### src/rtl/ram_8x8.sv
// ----------------------------------------------------------------------------
// ram_8x8 -- small register-file RAM with a registered read port.
//
// DEPTH words of WIDTH bits, each held in its own register and selected by a
// one-hot address decoder. One operation per clock edge, qualified by en:
// w=1 writes D into word[addr]; w=0 loads out with word[addr] on that edge.
// A write never disturbs out. With en=0 nothing changes. An asynchronous
// active-low reset clears every word and out.
//
// Ports
//   clk    in   1                 rising-edge clock
//   rst_n  in   1                 asynchronous active-low reset
//   D      in   WIDTH             write data
//   w      in   1                 1 = write, 0 = read (when en=1)
//   addr   in   log2(DEPTH)       word address
//   en     in   1                 operation enable
//   out    out  WIDTH             registered read data
// ----------------------------------------------------------------------------
module ram_8x8 #(
   parameter int WIDTH = 8,
   parameter int DEPTH = 8,
   localparam int AW   = (DEPTH > 1) ? $clog2(DEPTH) : 1
) (
   input  logic             clk,
   input  logic             rst_n,
   input  logic [WIDTH-1:0] D,
   input  logic             w,
   input  logic [AW-1:0]    addr,
   input  logic             en,
   output logic [WIDTH-1:0] out
);

   logic [WIDTH-1:0] word_q [DEPTH];
   logic [DEPTH-1:0] sel;
   logic [DEPTH-1:0] wr_sel;
   logic [WIDTH-1:0] rd_data;

   // One-hot decode of addr. Only codes 0..DEPTH-1 raise a select line, so
   // an out-of-range address (possible only for non-power-of-two DEPTH)
   // selects nothing: a write is dropped and a read returns 0.
   always_comb begin
      // NOTE: every combinational output gets a default before any
      // conditional assignment; otherwise a latch is inferred.
      sel = '0;
      for (int i = 0; i < DEPTH; i++) begin
         if (addr == AW'(i)) begin
            sel[i] = 1'b1;
         end
      end
   end

   assign wr_sel = sel & {DEPTH{en & w}};

   // AND-OR read mux driven by the same one-hot select.
   always_comb begin
      rd_data = '0;
      for (int i = 0; i < DEPTH; i++) begin
         if (sel[i]) begin
            rd_data = rd_data | word_q[i];
         end
      end
   end

   // Word storage.
   always_ff @(posedge clk or negedge rst_n) begin
      if (!rst_n) begin
         // NOTE: the storage is a register file, not a RAM macro, so it is
         // legal and required to clear every word in reset; a macro-backed
         // memory could not be reset this way.
         for (int i = 0; i < DEPTH; i++) begin
            word_q[i] <= '0;
         end
      end else begin
         for (int i = 0; i < DEPTH; i++) begin
            if (wr_sel[i]) begin
               // NOTE: sequential state uses non-blocking assignments so all
               // registers update together from pre-edge values.
               word_q[i] <= D;
            end
         end
      end
   end

   // Read register: loads only on an enabled read, so writes and idle
   // cycles leave the last read value on out. Because the decode and mux are
   // combinational off the current word registers, a read the cycle after a
   // write sees the freshly written word.
   always_ff @(posedge clk or negedge rst_n) begin
      if (!rst_n) begin
         out <= '0;
      end else if (en && !w) begin
         out <= rd_data;
      end
   end

endmodule

### config.mk
export PLATFORM = sky130hd
export DESIGN_NAME = ram_8x8
export DESIGN_NICKNAME = d
export VERILOG_FILES = /design/src/rtl/ram_8x8.sv
export SDC_FILE = /design/constraint.sdc
export NUM_CORES = 1
export LEC_CHECK = 0
export BUFFER_PORTS_ARGS = -buffer_cell sky130_fd_sc_hd__buf_2
export CORE_MARGIN = 1
export CORE_UTILIZATION = 55
export DETAILED_ROUTE_END_ITERATION = 6
export PLACE_DENSITY = 0.84
export SLEW_MARGIN = 20
export SYNTH_ARGS = -nofsm -noshare
export SYNTH_HDL_FRONTEND = slang
export SYNTH_SLANG_ARGS = --single-unit
### constraint.sdc
create_clock -name clk -period 2.6 [get_ports clk]
set_clock_uncertainty 0.1 [all_clocks]
set_input_delay 0.52 -clock clk [delete_from_list [all_inputs] [get_ports clk]]
set_output_delay 0.52 -clock clk [all_outputs]
set_load 0.01 [all_outputs]
==> results of run 1 <==
## state kept, by name, indices dropped and copies added, names as in the netlist
signal  cells
word_q     64
out         8
## final cells by class
| cell class | instances | area [um2] | share of cell area (%) |
|---|---|---|---|
| flip-flops and latches | 72 | 1800 | 48.8 |
| clock inverters | 7 | 72.6 | 1.96 |
| well taps | 72 | 90.1 | 2.44 |
| clock buffers | 9 | 124 | 3.35 |
| repair buffers | 30 | 183 | 4.94 |
| multi-input cells | 162 | 1420 | 38.5 |
## through the flow
stage               cells  utilization, %
floorplan             246               -
global placement      336            62.0
detailed placement    336            62.0
CTS                   352            65.5
global route          352            65.5
finish                352            65.5
## worst reg2reg max path: stages (launching register included)
cell,delay [ns]
dfrtp_1,0.38
a22o_1,0.20
a221oi_1,0.41
a31oi_1,0.14
## final timing paths
| path | start | endpoint | slack [ns] | cells past startpoint |
|---|---|---|---|---|
| max in group asynchronous | rst_n | word_q[17] | 1.99 | 2 |
| worst min-delay path | rst_n | out[7] | 0.07 | 2 |
| worst max register to register | word_q[17] | out[1] | 1.24 | 3 |
| worst min register to register | word_q[0] | word_q[0] | 0.41 | 1 |
| worst max-delay path | addr[1] | word_q[44] | 0.73 | 4 |
| min in group clk | word_q[0] | word_q[0] | 0.41 | 1 |
## where the power goes
group	leakage, uW	switching, uW	internal [uW]
sequential	0.000878	141	1370
clock	0.0000835	430	440
combinational	0.000699	223	312
total	0.00166	794	2130
## layout by cell type, fill, tap and decap left out, drive strengths merged
master | Yosys | layout
a21o | 8 | 8
a221oi | 8 | 8
a22o | 8 | 8
a31oi | 8 | 8
buf | 9 | 30
bufinv | 0 | 1
clkbuf | 3 | 9
clkinv | 0 | 1
clkinvlp | 0 | 5
dfrtp | 72 | 72
mux2 | 64 | 64
mux2i | 16 | 16
nand2 | 10 | 10
nand2b | 2 | 2
nand3 | 1 | 1
nand3b | 1 | 1
nor2 | 23 | 23
nor2b | 3 | 3
or2 | 8 | 8
or3 | 2 | 2
## logic make-up (layout without fill, tap and decap cells)
kind of cell	count (synthesis)	count (layout)
DFF	72	72
AOI/OAI and AO/OA	32	32
and+or+nand+nor	50	50
buffers and inverters	12	46
muxes	80	80
## per-layer routing
layer  vias to the layer above  part of all wire, %  GRT usage [%]
met4                         0                  1.8           9.27
met2                        52                   48           39.8
li1                        943                    -              -
met5                         -                    0              0
met1                      1051                   45           33.1
met3                        13                  5.0           7.43
==> flow_metrics.py, run 1 <==
metrics = {
    "clock_network": {
        "path_clk_slew_ns": 0.08,
        "cts_resized": 0,
        "insertion_delay_ns": 0.35,
        "clockBufferDepth": 2,
        "cts.sinks": 72,
        "ctsHoldBuffers": 0,
        "cts_setup_buffers": 0,
        "cts_buffers": 9,
        "ctsHtreeMaxLevel": 3,
        "cts_tree": "yes",
        "root_buffer": "clkbuf_8",
    },
    "detailed_routing": {
        "routed_wl_um": 6890,
        "remaining_drc_errors": 0,
        "drtPass1Iterations": 4,
        "wire_per_inst_um": 19.6,
        "dr.first_iter.drc_count": 145,
        "num_vias": 2059,
        "ant_nets": 0,
        "vias_per_cell": 5.85,
    },
    "final_layout": {
        "fin_area_um2": 3690,
        "antennaDiodeCount": 0,
        "synthToLayoutAreaGrowth_pct": 12.0,
        "drive_gt1_share_pct": 45.0,
        "nets": 290,
        "nFillCells": 409,
    },
    "synthesis": {
        "netlist.area_leader.share_pct": 54.6,
        "synth_top_family_by_area": "multiplexers",
        "synth_top_area_cell": "dfrtp_1",
        "ys_async_sr_fraction_pct": 100,
        "syn_nets": 261,
        "synthTopCellsByCount": "dfrtp_1, mux2_2, nor2_1",
        "synth_flop_cell": "dfrtp_1",
        "syn_area_um2": 3300,
        "synth_compound_area_share_pct": 7.58,
        "synth_seq_cells": 72,
        "synth_area_leaders": "dfrtp_1, mux2_2, mux2i_1, mux2_4, a221oi_1",
        "synth-xor-area-share_pct": 0,
        "synthAdderAreaFrac_pct": 0,
        "netlist_instances": 246,
        "yosysMostFrequentCell": "dfrtp_1",
        "synth_edf_count": 0,
        "syn_avg_cell_area_um2": 13.4,
        "synth.area.mux_share_pct": 27.6,
        "yosysSeqAreaShare_pct": 54.6,
        "synth-simple-area-share_pct": 7.96,
        "yosys_warnings": 0,
        "synth.distinct_cells": 21,
    },
    "worst_setup_path": {
        "worstSetupStartpointType": "input port",
        "endpoint_kind": "flip-flop",
        "crit_chain": "buf_2 -> nand3_2 -> or3_1 -> mux2_4",
        "max_stage_delay_ns": 0.58,
        "slowest_stage": "or3_1",
        "criticalPathCategory": "input port to flip-flop",
        "cp_max_fo": 14,
        "cp_data_required_time_ns": 2.73,
        "critical_path_buf_inv_count": 1,
        "cp.arrival_ns": 2.00,
        "crit_family": "simple AND/OR/NAND/NOR gates",
    },
    "timing": {
        "worst_pin_slew_ns": 0.530,
        "rsz0062_at_grt": "false",
        "fin_tns_setup_ns": 0,
        "slew_headroom_pct": 64.6,
        "final_hold_viol_count": 0,
        "setup_violations": 0,
        "fmax_mhz": 535,
        "timing.final.ws_setup_ns": 0.731,
        "finalCritPeriodShare_pct": 71.9,
        "timing.hold.ws_ns": 0.0688,
        "finalMaxSlewViolations": 0,
        "fin_crit_ns": 1.87,
    },
    "floorplanning": {
        "fp.coreArea_um2": 5640,
        "die-height_um": 79.5,
        "die-area_um2": 6310,
        "initial_core_util_pct": 58.5,
        "die_w_um": 79.5,
        "rows": 27,
        "pin_count": 23,
    },
    "global_routing": {
        "grt_max_degree": 73,
        "grt_use_total_pct": 25.3,
        "overflow": 0,
        "grt_pass1_vias": 2248,
        "grt_antenna_before_repair": 0,
        "grt_pass1_wl_um": 11600,
    },
    "placement": {
        "dp_slack_ns": 0.382,
        "dpl.hpwl_um": 4620,
        "place.gp.congestion": 0.749,
        "place_area_um2": 3500,
        "io_buffers": 22,
    },
    "pwr": {
        "ir_worst_vdd_uv": 363,
        "powerDensity_nw_per_um2": 790,
        "power.leakage_uw": 0.00166,
        "finalPower_uw": 2920,
    },
    "flow_run": {
        "drv_cap": 0,
    },
    "outcome": {
        "status": "completed",
    },
    "min_path": {
        "hp-class": "input port to async pin",
    },
}
(Power assumes the default switching activity.)
==> run 2, diff against run 1 <==
--- a/config.mk
+++ b/config.mk
@@ -7,9 +7,9 @@
 export LEC_CHECK = 0
 export BUFFER_PORTS_ARGS = -buffer_cell sky130_fd_sc_hd__buf_2
 export CORE_MARGIN = 1
-export CORE_UTILIZATION = 55
+export CORE_UTILIZATION = 54
 export DETAILED_ROUTE_END_ITERATION = 6
-export PLACE_DENSITY = 0.84
+export PLACE_DENSITY = 0.85
 export SLEW_MARGIN = 20
 export SYNTH_ARGS = -nofsm -noshare
 export SYNTH_HDL_FRONTEND = slang
==> constraint.sdc (replaced) <==
create_clock -name clk -period 1.6 [get_ports clk]
set_clock_uncertainty 0.1 [all_clocks]
set_input_delay 0.32 -clock clk [delete_from_list [all_inputs] [get_ports clk]]
set_output_delay 0.32 -clock clk [all_outputs]
set_load 0.01 [all_outputs]
==> flow_metrics.py, run 2 (same netlist as run 1, synthesis figures left out) <==
metrics = {
    "floorplanning": {
        "rows": 28,
        "initial_core_util_pct": 55.7,
        "die-height_um": 80.2,
        "fp.coreArea_um2": 5920,
        "pin_count": 23,
        "die_w_um": 80.2,
        "die-area_um2": 6430,
    },
    "global_routing": {
        "grt_pass1_vias": 2339,
        "use_met2_pct": 38.5,
        "grtUsageMet3_pct": 5.23,
        "grtUsageMet1_pct": 30.1,
        "grt_antenna_before_repair": 0,
        "grt_most_used_layer": "met2",
        "grt_pass1_wl_um": 11400,
        "grt_max_degree": 73,
        "grt_use_total_pct": 24.1,
        "overflow": 0,
    },
    "clock_network": {
        "ctsHtreeMaxLevel": 3,
        "insertion_delay_ns": 0.35,
        "cts.sinks": 72,
        "clockBufferDepth": 2,
        "cts_buffers": 9,
        "cts_setup_buffers": 0,
        "path_clk_slew_ns": 0.07,
        "cts_tree": "yes",
        "root_buffer": "clkbuf_8",
    },
    "worst_setup_path": {
        "criticalPathCategory": "input port to flip-flop",
        "crit_chain": "buf_2 -> nor2b_1 -> a22o_1 -> a221oi_1 -> a31oi_1",
        "slowest_stage": "nor2b_1",
        "cp_data_required_time_ns": 1.76,
        "endpoint_kind": "flip-flop",
        "cp_max_fo": 8,
        "worstSetupStartpointType": "input port",
        "max_stage_delay_ns": 0.51,
        "critical_path_buf_inv_count": 1,
        "cp.arrival_ns": 1.59,
        "crit_family": "compound AO/OA/AOI/OAI gates",
    },
    "timing": {
        "fin_tns_setup_ns": 0,
        "finalMaxSlewViolations": 0,
        "finalCritPeriodShare_pct": 89.5,
        "fin_crit_ns": 1.43,
        "setup_violations": 0,
        "fmax_mhz": 698,
        "worst_pin_slew_ns": 0.558,
        "final_hold_viol_count": 0,
        "rsz0062_at_grt": "false",
        "slew_headroom_pct": 62.7,
    },
    "pwr": {
        "powerDensity_nw_per_um2": 1300,
        "power.leakage_uw": 0.00182,
        "ir_worst_vdd_uv": 697,
    },
    "flow_run": {
        "drv_cap": 0,
    },
    "detailed_routing": {
        "vias_per_cell": 5.74,
        "wire_per_inst_um": 18.2,
        "ant_nets": 0,
        "routed_wl_um": 6880,
        "dr.first_iter.drc_count": 108,
        "remaining_drc_errors": 0,
        "drtPass1Iterations": 4,
        "num_vias": 2164,
    },
    "final_layout": {
        "nets": 312,
        "drive_gt1_share_pct": 48.7,
        "layout_common_cells": "dfrtp_1, mux2_2, buf_4",
        "reg_top3": "word_q (64), out (8)",
        "top_register": "word_q",
        "final_cells": 377,
        "synthToLayoutAreaGrowth_pct": 20.4,
        "largest_register_ffs": 64,
        "layout_commonest_cell": "dfrtp_1",
        "nFillCells": 396,
        "antennaDiodeCount": 0,
    },
    "placement": {
        "dpl.hpwl_um": 4860,
        "io_buffers": 22,
        "dp_cells": 360,
        "place.gp.congestion": 0.803,
    },
    "min_path": {
        "hp-class": "input port to flip-flop",
    },
    "outcome": {
        "status": "completed",
    },
}
==> run 2: path summary, 6_finish.rpt <==
check / startpoint / to / cells after the start / slack [ns]
max: addr[1] / out[6] / 5 / 0.17
max reg2reg: word_q[22] / out[6] / 3 / 0.25
min in group asynchronous: rst_n / word_q[48] / 3 / 0.42
min: D[6] / word_q[46] / 2 / 0.23
max in group asynchronous: rst_n / word_q[12] / 3 / 0.66
min reg2reg: word_q[39] / word_q[39] / 1 / 0.41
==> run 2: layer usage <==
layer | share of wire (%) | wire [um]
met5 | 0 | 0
met2 | 49 | 3370
met1 | 45 | 3070
met4 | 3.1 | 211
met3 | 3.4 | 233
==> run 2: per-stage QoR <==
stage | util (%) | hold slack [ns] | power (uW) | setup slack [ns] | cell area [um2]
after detailed placement | 62.7 | 0.278 | 3400 | -0.178 | 3710
after floorplan | - | -0.0756 | 3060 | 0.0627 | 3300
after CTS | 67.1 | 0.224 | 5200 | 0.172 | 3970
final | 67.1 | 0.231 | 5160 | 0.167 | 3970
after global placement | 62.7 | 0.272 | 3330 | -0.110 | 3710
after global routing | 67.1 | 0.245 | 5390 | 0.114 | 3970
==> run 2: timing repair <==
action                                 in CTS  in global routing
hold buffers                                1                  0
setup endpoints to repair                   0                  0
endpoints found under the hold margin      72                  0
resized for setup                           0                  0
==> run 2: cell type report <==
class                      count  area, um2  area share, %
timing repair buffer          52        400           10.1
sequential                    72       1800           45.3
clock buffer                  11        151           3.81
multi-input combinational    162       1420           35.8
tap                           75       93.8           2.36
clock inverter                 5        103           2.58
==> run 2: report_power, final <==
group	leakage, uW	internal [uW]	switching [uW]
Sequential	0.000878	2230	237
Clock	0.000126	1120	665
Combinational	0.000821	537	368
==> run 3, diff against run 2 <==
--- a/config.mk
+++ b/config.mk
@@ -5,6 +5,7 @@
 export SDC_FILE = /design/constraint.sdc
 export NUM_CORES = 1
 export LEC_CHECK = 0
+export ABC_AREA = 1
 export BUFFER_PORTS_ARGS = -buffer_cell sky130_fd_sc_hd__buf_2
 export CORE_MARGIN = 1
 export CORE_UTILIZATION = 54
==> flow_metrics.py, run 3 <==
metrics = {
    "outcome": {
        "status": "completed",
    },
    "worst_setup_path": {
        "cp.arrival_ns": 0.86,
        "cp_data_required_time_ns": 1.18,
        "timing.rr.end": "out[6]",
        "criticalPathCategory": "flip-flop to output pin",
        "critical_path_buf_inv_count": 1,
        "ff2ff_path_depth": 6,
        "cp_max_fo": 2,
        "reg2reg_from": "word_q[14]",
        "crit_chain": "buf_2",
        "critPathLaunch": "out[4]",
        "slowest_stage": "dfrtp_1",
        "worstSetupStartpointType": "flip-flop",
        "endpoint_kind": "output pin",
        "crit_family": "flip-flops",
        "max_stage_delay_ns": 0.38,
        "r2r_setup_slack_ns": 0.44,
    },
    "synthesis": {
        "yosys_warnings": 0,
        "netlist_instances": 420,
        "synth_area_leaders": "dfrtp_1, nand2_1, o21ai_0, nand4_1, inv_1",
        "synth_top_area_cell": "dfrtp_1",
        "syn_nets": 435,
        "synth_seq_cells": 72,
        "synth_edf_count": 0,
        "synth_flop_cell": "dfrtp_1",
        "yosysMostFrequentCell": "nand2_1",
        "syn_area_um2": 3460,
        "synthTopCellsByCount": "nand2_1, dfrtp_1, o21ai_0",
        "syn_avg_cell_area_um2": 8.23,
        "yosysSeqAreaShare_pct": 52.1,
        "netlist.area_leader.share_pct": 52.1,
        "ys_async_sr_fraction_pct": 100,
        "synth.distinct_cells": 18,
    },
    "final_layout": {
        "layout_commonest_cell": "nand2_1",
        "nFillCells": 464,
        "multi_input_area_um2": 1370,
        "layout_common_cells": "nand2_1, dfrtp_1, o21ai_0",
        "drive_gt1_share_pct": 15.9,
        "largest_register_ffs": 64,
        "synthToLayoutAreaGrowth_pct": 16.1,
        "nets": 469,
        "top_register": "word_q",
        "reg_top3": "word_q (64), out (8)",
        "antennaDiodeCount": 0,
        "regArea_um2": 1800,
    },
    "min_path": {
        "hp-class": "input port to flip-flop",
        "hold_path_end": "word_q[8]",
        "whs_path_depth": 3,
        "hp-start": "D[0]",
    },
    "detailed_routing": {
        "vias_per_cell": 5.77,
        "remaining_drc_errors": 0,
        "ant_nets": 0,
        "num_vias": 3080,
        "wire_per_inst_um": 15.4,
        "routed_wl_um": 8200,
        "drtPass1Iterations": 5,
        "dr.first_iter.drc_count": 350,
    },
    "global_routing": {
        "grt_pass1_vias": 2835,
        "grt_max_degree": 73,
        "grt_antenna_before_repair": 0,
        "grt_use_total_pct": 27.7,
        "overflow": 0,
        "grt_pass1_wl_um": 13600,
    },
    "timing": {
        "slew_headroom_pct": 75.0,
        "final_hold_viol_count": 0,
        "rsz0062_at_grt": "false",
        "setup_violations": 0,
        "fin_tns_setup_ns": 0,
        "worst_pin_slew_ns": 0.374,
        "timing.hold.ws_ns": 0.136,
        "finalCritPeriodShare_pct": 80.1,
        "finalMaxSlewViolations": 0,
        "fmax_mhz": 780,
        "fin_crit_ns": 1.28,
    },
    "clock_network": {
        "cts_resized": 0,
        "root_buffer": "clkbuf_8",
        "clockBufferDepth": 2,
        "ctsHtreeMaxLevel": 3,
        "cts_setup_buffers": 0,
        "cts_buffers": 9,
        "insertion_delay_ns": 0.34,
        "path_clk_slew_ns": 0.07,
        "cts.sinks": 72,
        "ctsHoldBuffers": 1,
        "cts_tree": "yes",
    },
    "flow_run": {
        "drv_cap": 0,
    },
    "pwr": {
        "power.leakage_uw": 0.00204,
        "powerDensity_nw_per_um2": 1190,
        "ir_worst_vdd_uv": 804,
    },
    "floorplanning": {
        "initial_core_util_pct": 57.0,
        "die_w_um": 82.0,
        "fp.coreArea_um2": 6060,
        "pin_count": 23,
        "rows": 28,
        "die-area_um2": 6720,
        "die-height_um": 82.0,
    },
    "placement": {
        "io_buffers": 22,
        "dpl.hpwl_um": 5740,
        "place.gp.congestion": 0.886,
    },
}
run 3: cell count changes in the layout (fill, tap and decap cells not counted), sizes merged, moves of 5 or more:
cell	before	now
a21o	8	0
a221oi	8	0
a22o	8	0
a31oi	8	0
inv	0	38
mux2	64	0
mux2i	16	0
nand2	10	129
nand3	1	18
nand4	0	51
nor2	23	18
o21ai	0	64
or2	8	0
run 3: layer usage:
layer	up-vias	GRT usage [%]	part of all wire (%)
met2	123	46.2	49
li1	1464	-	-
met4	0	17.2	4.1
met3	23	3.44	4.8
met5	-	0	0
met1	1470	34.1	42
run 3: layout make-up:
cell class                 count  share of cell area [%]
tap                           75                    2.34
clock buffer                  13                    3.71
multi-input combinational    283                    34.2
timing repair buffer          50                    9.61
inverter                      38                    3.62
clock inverter                 3                    1.62
sequential                    72                    44.9
run 3: worst max-delay path by stage:
stage,cells past startpoint,slack [ns],to
floorplan,6,0.13,word_q[16]
global placement,5,0.10,word_q[33]
detailed placement,4,0.006,word_q[35]
CTS,1,0.30,out[4]
global route,4,0.23,word_q[34]
finish,1,0.32,out[4]
run 3: power breakdown:
part | switching (uW) | leakage [uW] | internal (uW) | total, uW
clock network | 640 | 0.000108 | 921 | 1560
registers | 224 | 0.000897 | 2210 | 2430
logic | 471 | 0.00104 | 306 | 777
total | 1330 | 0.00204 | 3440 | 4770
run 3: kinds of logic (layout without fill, tap and decap cells):
group,count (synthesis),after routing,share of synthesized area [%]
AO/OA/AOI/OAI,64,64,9.27
buffers and inverters,65,104,8.18
flip-flops,72,72,52.1
AND/OR/NAND/NOR,219,219,30.4
run 3: tightest hold or removal path, stage by stage:
cell     delay (ns)
buf_2          0.11
nand2_1        0.05
o21ai_0        0.06
run 3: stage by stage:
stage                     cell area, um2  worst slack (ns)  total power, uW  utilization (%)  instances
final                               4010             0.318             4770             66.2        534
after global routing                4010             0.231             5030             66.2        534
after CTS                           4010             0.301             4790             66.2        534
after detailed placement            3790           0.00561             3230             62.5        517
after global placement              3790             0.104             3170             62.5        517
after floorplan                     3460             0.125             2900                -        420
